[src/rtl/lag_energy_acc.sv]
`default_nettype none
// ============================================================================
// Module   : lag_energy_acc
// Summary  : Sequences a saturated sum-of-squares (L_mac) over N scratch
//            samples and writes the 32-bit energy word back to scratch memory.
// Revision : 1.0
// ============================================================================
module lag_energy_acc #(
  parameter int ADDR_W = 11,
  parameter int LEN_W  = 8
) (
  input  logic              clk,
  input  logic              reset,
  input  logic              start,
  input  logic [ADDR_W-1:0] xAddr,
  input  logic [LEN_W-1:0]  len,
  input  logic [ADDR_W-1:0] outAddr,
  input  logic [31:0]       L_macIn,
  input  logic [31:0]       memIn,
  output logic [15:0]       L_macOutA,
  output logic [15:0]       L_macOutB,
  output logic [31:0]       L_macOutC,
  output logic [ADDR_W-1:0] memReadAddr,
  output logic [ADDR_W-1:0] memWriteAddr,
  output logic [31:0]       memOut,
  output logic              memWriteEn,
  output logic              done
);

  typedef enum logic [1:0] {
    S_INIT  = 2'd0,
    S_RUN   = 2'd1,
    S_WRITE = 2'd2
  } state_t;

  state_t            r_state;
  state_t            w_nextState;
  logic [31:0]       r_acc;
  logic [LEN_W-1:0]  r_cnt;
  logic [LEN_W-1:0]  r_n;
  logic [ADDR_W-1:0] r_base;
  logic [ADDR_W-1:0] r_dst;

  logic              w_lastSample;
  logic [ADDR_W-1:0] w_prefetchAddr;
  logic              w_unusedMemHi;

  assign w_lastSample   = (r_cnt == (r_n - LEN_W'(1)));
  assign w_prefetchAddr = r_base + ADDR_W'(r_cnt) + ADDR_W'(1);
  // Samples live in the low half-word only.
  assign w_unusedMemHi  = ^memIn[31:16];

  always_ff @(posedge clk) begin
    if (reset) begin
      r_state <= S_INIT;
      r_acc   <= '0;
      r_cnt   <= '0;
      r_n     <= '0;
      r_base  <= '0;
      r_dst   <= '0;
    end else begin
      r_state <= w_nextState;
      case (r_state)
        S_INIT: begin
          if (start) begin
            r_base <= xAddr;
            r_n    <= len;
            r_dst  <= outAddr;
            r_acc  <= '0;
            r_cnt  <= '0;
          end
        end
        S_RUN: begin
          r_acc <= L_macIn;
          r_cnt <= r_cnt + LEN_W'(1);
        end
        default: ;
      endcase
    end
  end

  always_comb begin
    w_nextState  = r_state;
    L_macOutA    = '0;
    L_macOutB    = '0;
    L_macOutC    = '0;
    memReadAddr  = '0;
    memWriteAddr = '0;
    memOut       = '0;
    memWriteEn   = 1'b0;
    done         = 1'b0;
    case (r_state)
      S_INIT: begin
        if (start) begin
          memReadAddr = xAddr;
          w_nextState = (len != '0) ? S_RUN : S_WRITE;
        end
      end
      S_RUN: begin
        L_macOutA   = memIn[15:0];
        L_macOutB   = memIn[15:0];
        L_macOutC   = r_acc;
        memReadAddr = w_prefetchAddr;
        if (w_lastSample) begin
          w_nextState = S_WRITE;
        end
      end
      S_WRITE: begin
        memWriteAddr = r_dst;
        memOut       = r_acc;
        memWriteEn   = 1'b1;
        done         = 1'b1;
        w_nextState  = S_INIT;
      end
      default: w_nextState = S_INIT;
    endcase
    // Outputs are held quiet for the whole reset cycle, whatever the state.
    if (reset) begin
      L_macOutA    = '0;
      L_macOutB    = '0;
      L_macOutC    = '0;
      memReadAddr  = '0;
      memWriteAddr = '0;
      memOut       = '0;
      memWriteEn   = 1'b0;
      done         = 1'b0;
    end
  end

endmodule
`default_nettype wire

[config.mk]
export PLATFORM = sky130hd
export DESIGN_NAME = lag_energy_acc
export DESIGN_NICKNAME = d
export VERILOG_FILES = /design/src/rtl/lag_energy_acc.sv
export SDC_FILE = /design/constraint.sdc
export NUM_CORES = 1
export LEC_CHECK = 0
export BUFFER_PORTS_ARGS = -buffer_cell sky130_fd_sc_hd__clkbuf_2
export CAP_MARGIN = 10
export CELL_PAD_IN_SITES_DETAIL_PLACEMENT = 0
export CELL_PAD_IN_SITES_GLOBAL_PLACEMENT = 1
export CORE_MARGIN = 4
export CORE_UTILIZATION = 25
export DETAILED_ROUTE_END_ITERATION = 16
export HOLD_SLACK_MARGIN = 0.06
export MAX_ROUTING_LAYER = met4
export PLACE_DENSITY = 0.7
export SLEW_MARGIN = 20
export SYNTH_ARGS = -nofsm -noshare
export SYNTH_HDL_FRONTEND = slang
export SYNTH_SLANG_ARGS = --single-unit
[constraint.sdc]
create_clock -name clk -period 2.93 [get_ports clk]
set_input_delay 0.4395 -clock clk [delete_from_list [all_inputs] [get_ports clk]]
set_output_delay 0.4395 -clock clk [all_outputs]
set_load 0.1 [all_outputs]
==> impl_metrics.yaml <==
global_route:
  grt_pass1_wl_um: 23500
  grt_util_all_layers: 0.167
  overflow: 0
  grt_max_degree: 56
  antenna_found_initial: 1
  grt_pass1_vias: 4550
drt:
  viasPerCell: 4.81
  dr.pass1.iters: 4
  num_vias: 4248
  routed_wl_um: 14600
  drc_errors: 0
  drt_iter0_drc: 159
  ant_nets: 0
  wl_per_cell_um: 16.5
cells_and_area:
  syn2layout_area_growth_pct: 85.1
  final_nets: 775
  n_fill_cell: 1381
  drive_gt1_frac: 0.396
  fin_util: 0.478
power_and_ir_drop:
  power.leakage_nw: 3.24
  ir_drop_v: 0.000238
  power.density_mw_per_mm2: 437
sta:
  final.min_clock_period_ps: 2840
  rsz0062_at_grt: "yes"
  skew_ps: 7.64
  relSlewSlack: 0.518
  tightest_slew_ps: 722
  drv_slew: 0
  layout_worst_path_cycle_share: 0.969
  fmax_mhz: 352
  finalSetupViolCount: 0
  worst_hold_slack_ps: 313
  hold_violations: 0
floorplanning:
  row_count: 45
  core_area_sq_mm: 0.0154
  dieArea_sq_mm: 0.0180
  dieWidth_um: 134
  boundaryPins: 217
  start_util: 0.258
  die_y_um: 134
setup_path:
  path_buf_inv: 3
  cpMaxStageDelayCell: "fa_2"
  worst_r2r_path_depth: 6
  worstPathCellList: "inv_2 > ha_4 > inv_2 > fa_2 > a211oi_2 > nor2_1 > o31ai_2 > or2_4 > xor2_2 > o21ai_2 > buf_12"
  endpoint_kind: "primary output"
  cp_max_fo: 2
  crit_arrival_ps: 2400
  path_delay_family: "compound AO/OA/AOI/OAI gates"
  path_depth: 11
  path_class: "register to primary output"
  cp_common_cell: "inv_2"
  required_ps: 2490
  cpPeakStageDelay_ps: 340
  start_kind: "register"
cts:
  cts_made_buffers: 9
  clk_pin_slew_ps: 60
  cts_buffer_depth: 2
  clk_latency_ps: 340
  clock-root-buffer: "clkbuf_16"
  cts_sinks: 72
  htree_levels: 3
  cts_tree: "yes"
yosys:
  ys_types: 46
  post-synth-top-count-cell: "dfxtp_1"
  synth_edf_count: 0
  syn_avg_cell_area_sq_um: 8.02
  synth_nets: 603
  synth-main-ff-cell: "dfxtp_1"
  ys_ff_latch: 72
  ys_warn_count: 0
  yosys.area.top_type: "dfxtp_1"
  synthCells: 495
  synth.area.top_cells: "dfxtp_1, and3_1, a22o_1"
  yosys-top-cells-count: "dfxtp_1, nand2_1, and3_1, a21oi_1, and2_1"
  async_reset_ff_frac: 0
  yosysTopAreaCellShare: 0.363
  ys_seq_area_frac: 0.363
  synth_area_sq_mm: 0.00397
placed_design:
  dpl.hpwl_um: 10900
  io_buffers: 200
  gp_congestion: 0.933
hold_path:
  whs_path_depth: 3
  hold_path.class: "input pin to register"
job:
  maxCapViolCount: 0
outcome:
  status: "completed"
==> state kept, by name, summed over array words and instances, names as in the netlist <==
register  count
r_acc        32
r_base       11
r_cnt         8
r_dst        11
r_n           8
r_state       2
==> cell type report <==
type / instances / area [sq um] / area share
multi-input cells: 360 / 2340 / 0.319
clock buffers: 9 / 225 / 0.0306
clock inverters: 7 / 119 / 0.0162
diodes: 1 / 2.50 / 0.000340
repair buffers: 216 / 2920 / 0.398
flip-flops and latches: 72 / 1440 / 0.196
well taps: 211 / 264 / 0.0359
inverters: 8 / 30.0 / 0.00409
==> cell usage in the layout (no fill, tap or decap), drive strengths merged, types with 2 or more instances in the layout <==
master	netlist	layout
mux2i	2	2
or2	2	2
dfxtp	72	72
a211oi	2	2
o21bai	2	2
nor2b	4	4
o211ai	2	2
a22o	32	32
inv	8	9
a22oi	4	4
nand3	14	14
nand2b	2	2
xor2	8	8
buf	31	136
ha	10	10
clkbuf	24	89
and2	44	44
a21o	4	4
nor3	7	7
nor2	21	21
clkinvlp	0	2
o21ai	7	7
xnor2	9	9
and3	48	48
nand2	70	70
a21oi	44	44
bufinv	0	3
o21a	3	3
or3	3	3
nor4	3	3
==> per-layer routing <==
metal  global-route usage  wire length [um]  up-vias
met3               0.0585              1210       18
met5                    -                 0        -
met1                0.184              5880     2041
li1                     -                 -     2041
met2                0.284              7240      148
met4               0.0554               252        0
==> logic make-up (layout without fill, tap and decap cells) <==
kind of cell	after synthesis	count (layout)	synth area share
other	0	1	0
flip-flops	72	72	0.363
AND/OR/NAND/NOR	220	220	0.290
adder cells (fa/ha/maj)	11	11	0.0365
AO/OA/AOI/OAI	109	109	0.186
buffers and inverters	63	240	0.0797
multiplexers	3	3	0.00788
XOR/XNOR	17	17	0.0375
==> power breakdown <==
part,leakage (nW),internal (mW),switching (mW)
Sequential,0.589,1.04,0.0499
Clock,0.162,0.833,0.454
Combinational,2.49,0.301,0.533
==> worst paths after layout <==
| kind | start | end | slack, ps |
|---|---|---|---|
| setup / recovery | r_cnt[0]$_SDFFE_PP0P_ | memReadAddr[10] | 90 |
| hold / removal | outAddr[0] | r_dst[0]$_SDFFE_PP0P_ | 310 |
| setup reg to reg | r_state[1]$_SDFFE_PP0P_ | r_cnt[5]$_SDFFE_PP0P_ | 1120 |
| hold reg to reg | r_dst[5]$_SDFFE_PP0P_ | r_dst[5]$_SDFFE_PP0P_ | 460 |
==> per-stage QoR <==
| stage | cells | TNS (ps) | cell area, sq um | total power, mW | setup WS [ps] |
|---|---|---|---|---|---|
| floorplan | 495 | -201 | 4040 | 1.64 | -200 |
| global placement | 866 | 0 | 6950 | 1.92 | 162 |
| detailed placement | 866 | 0 | 6950 | 1.93 | 189 |
| CTS | 882 | -8.86 | 7320 | 3.23 | -8.86 |
| global route | 884 | -14.1 | 7350 | 3.34 | -12.5 |
| finish | 884 | 0 | 7350 | 3.21 | 89.7 |
==> worst register-to-register path, stage by stage, from the launching register on <==
cell and delay (ps):
dfxtp_1 420, nor2_1 160, and2_1 520, buf_4 340, nor2_1 80, mux2i_1 140
nor2_1 50
==> repair_timing <==
item / in CTS / in global routing
hold buffers: 0 / 0
buffers inserted: 0 / 1
resized for setup: 7 / 8
setup endpoints to repair: 4 / 6
pin swaps: 4 / 2
No activity file was read; power rests on OpenSTA's default activity.
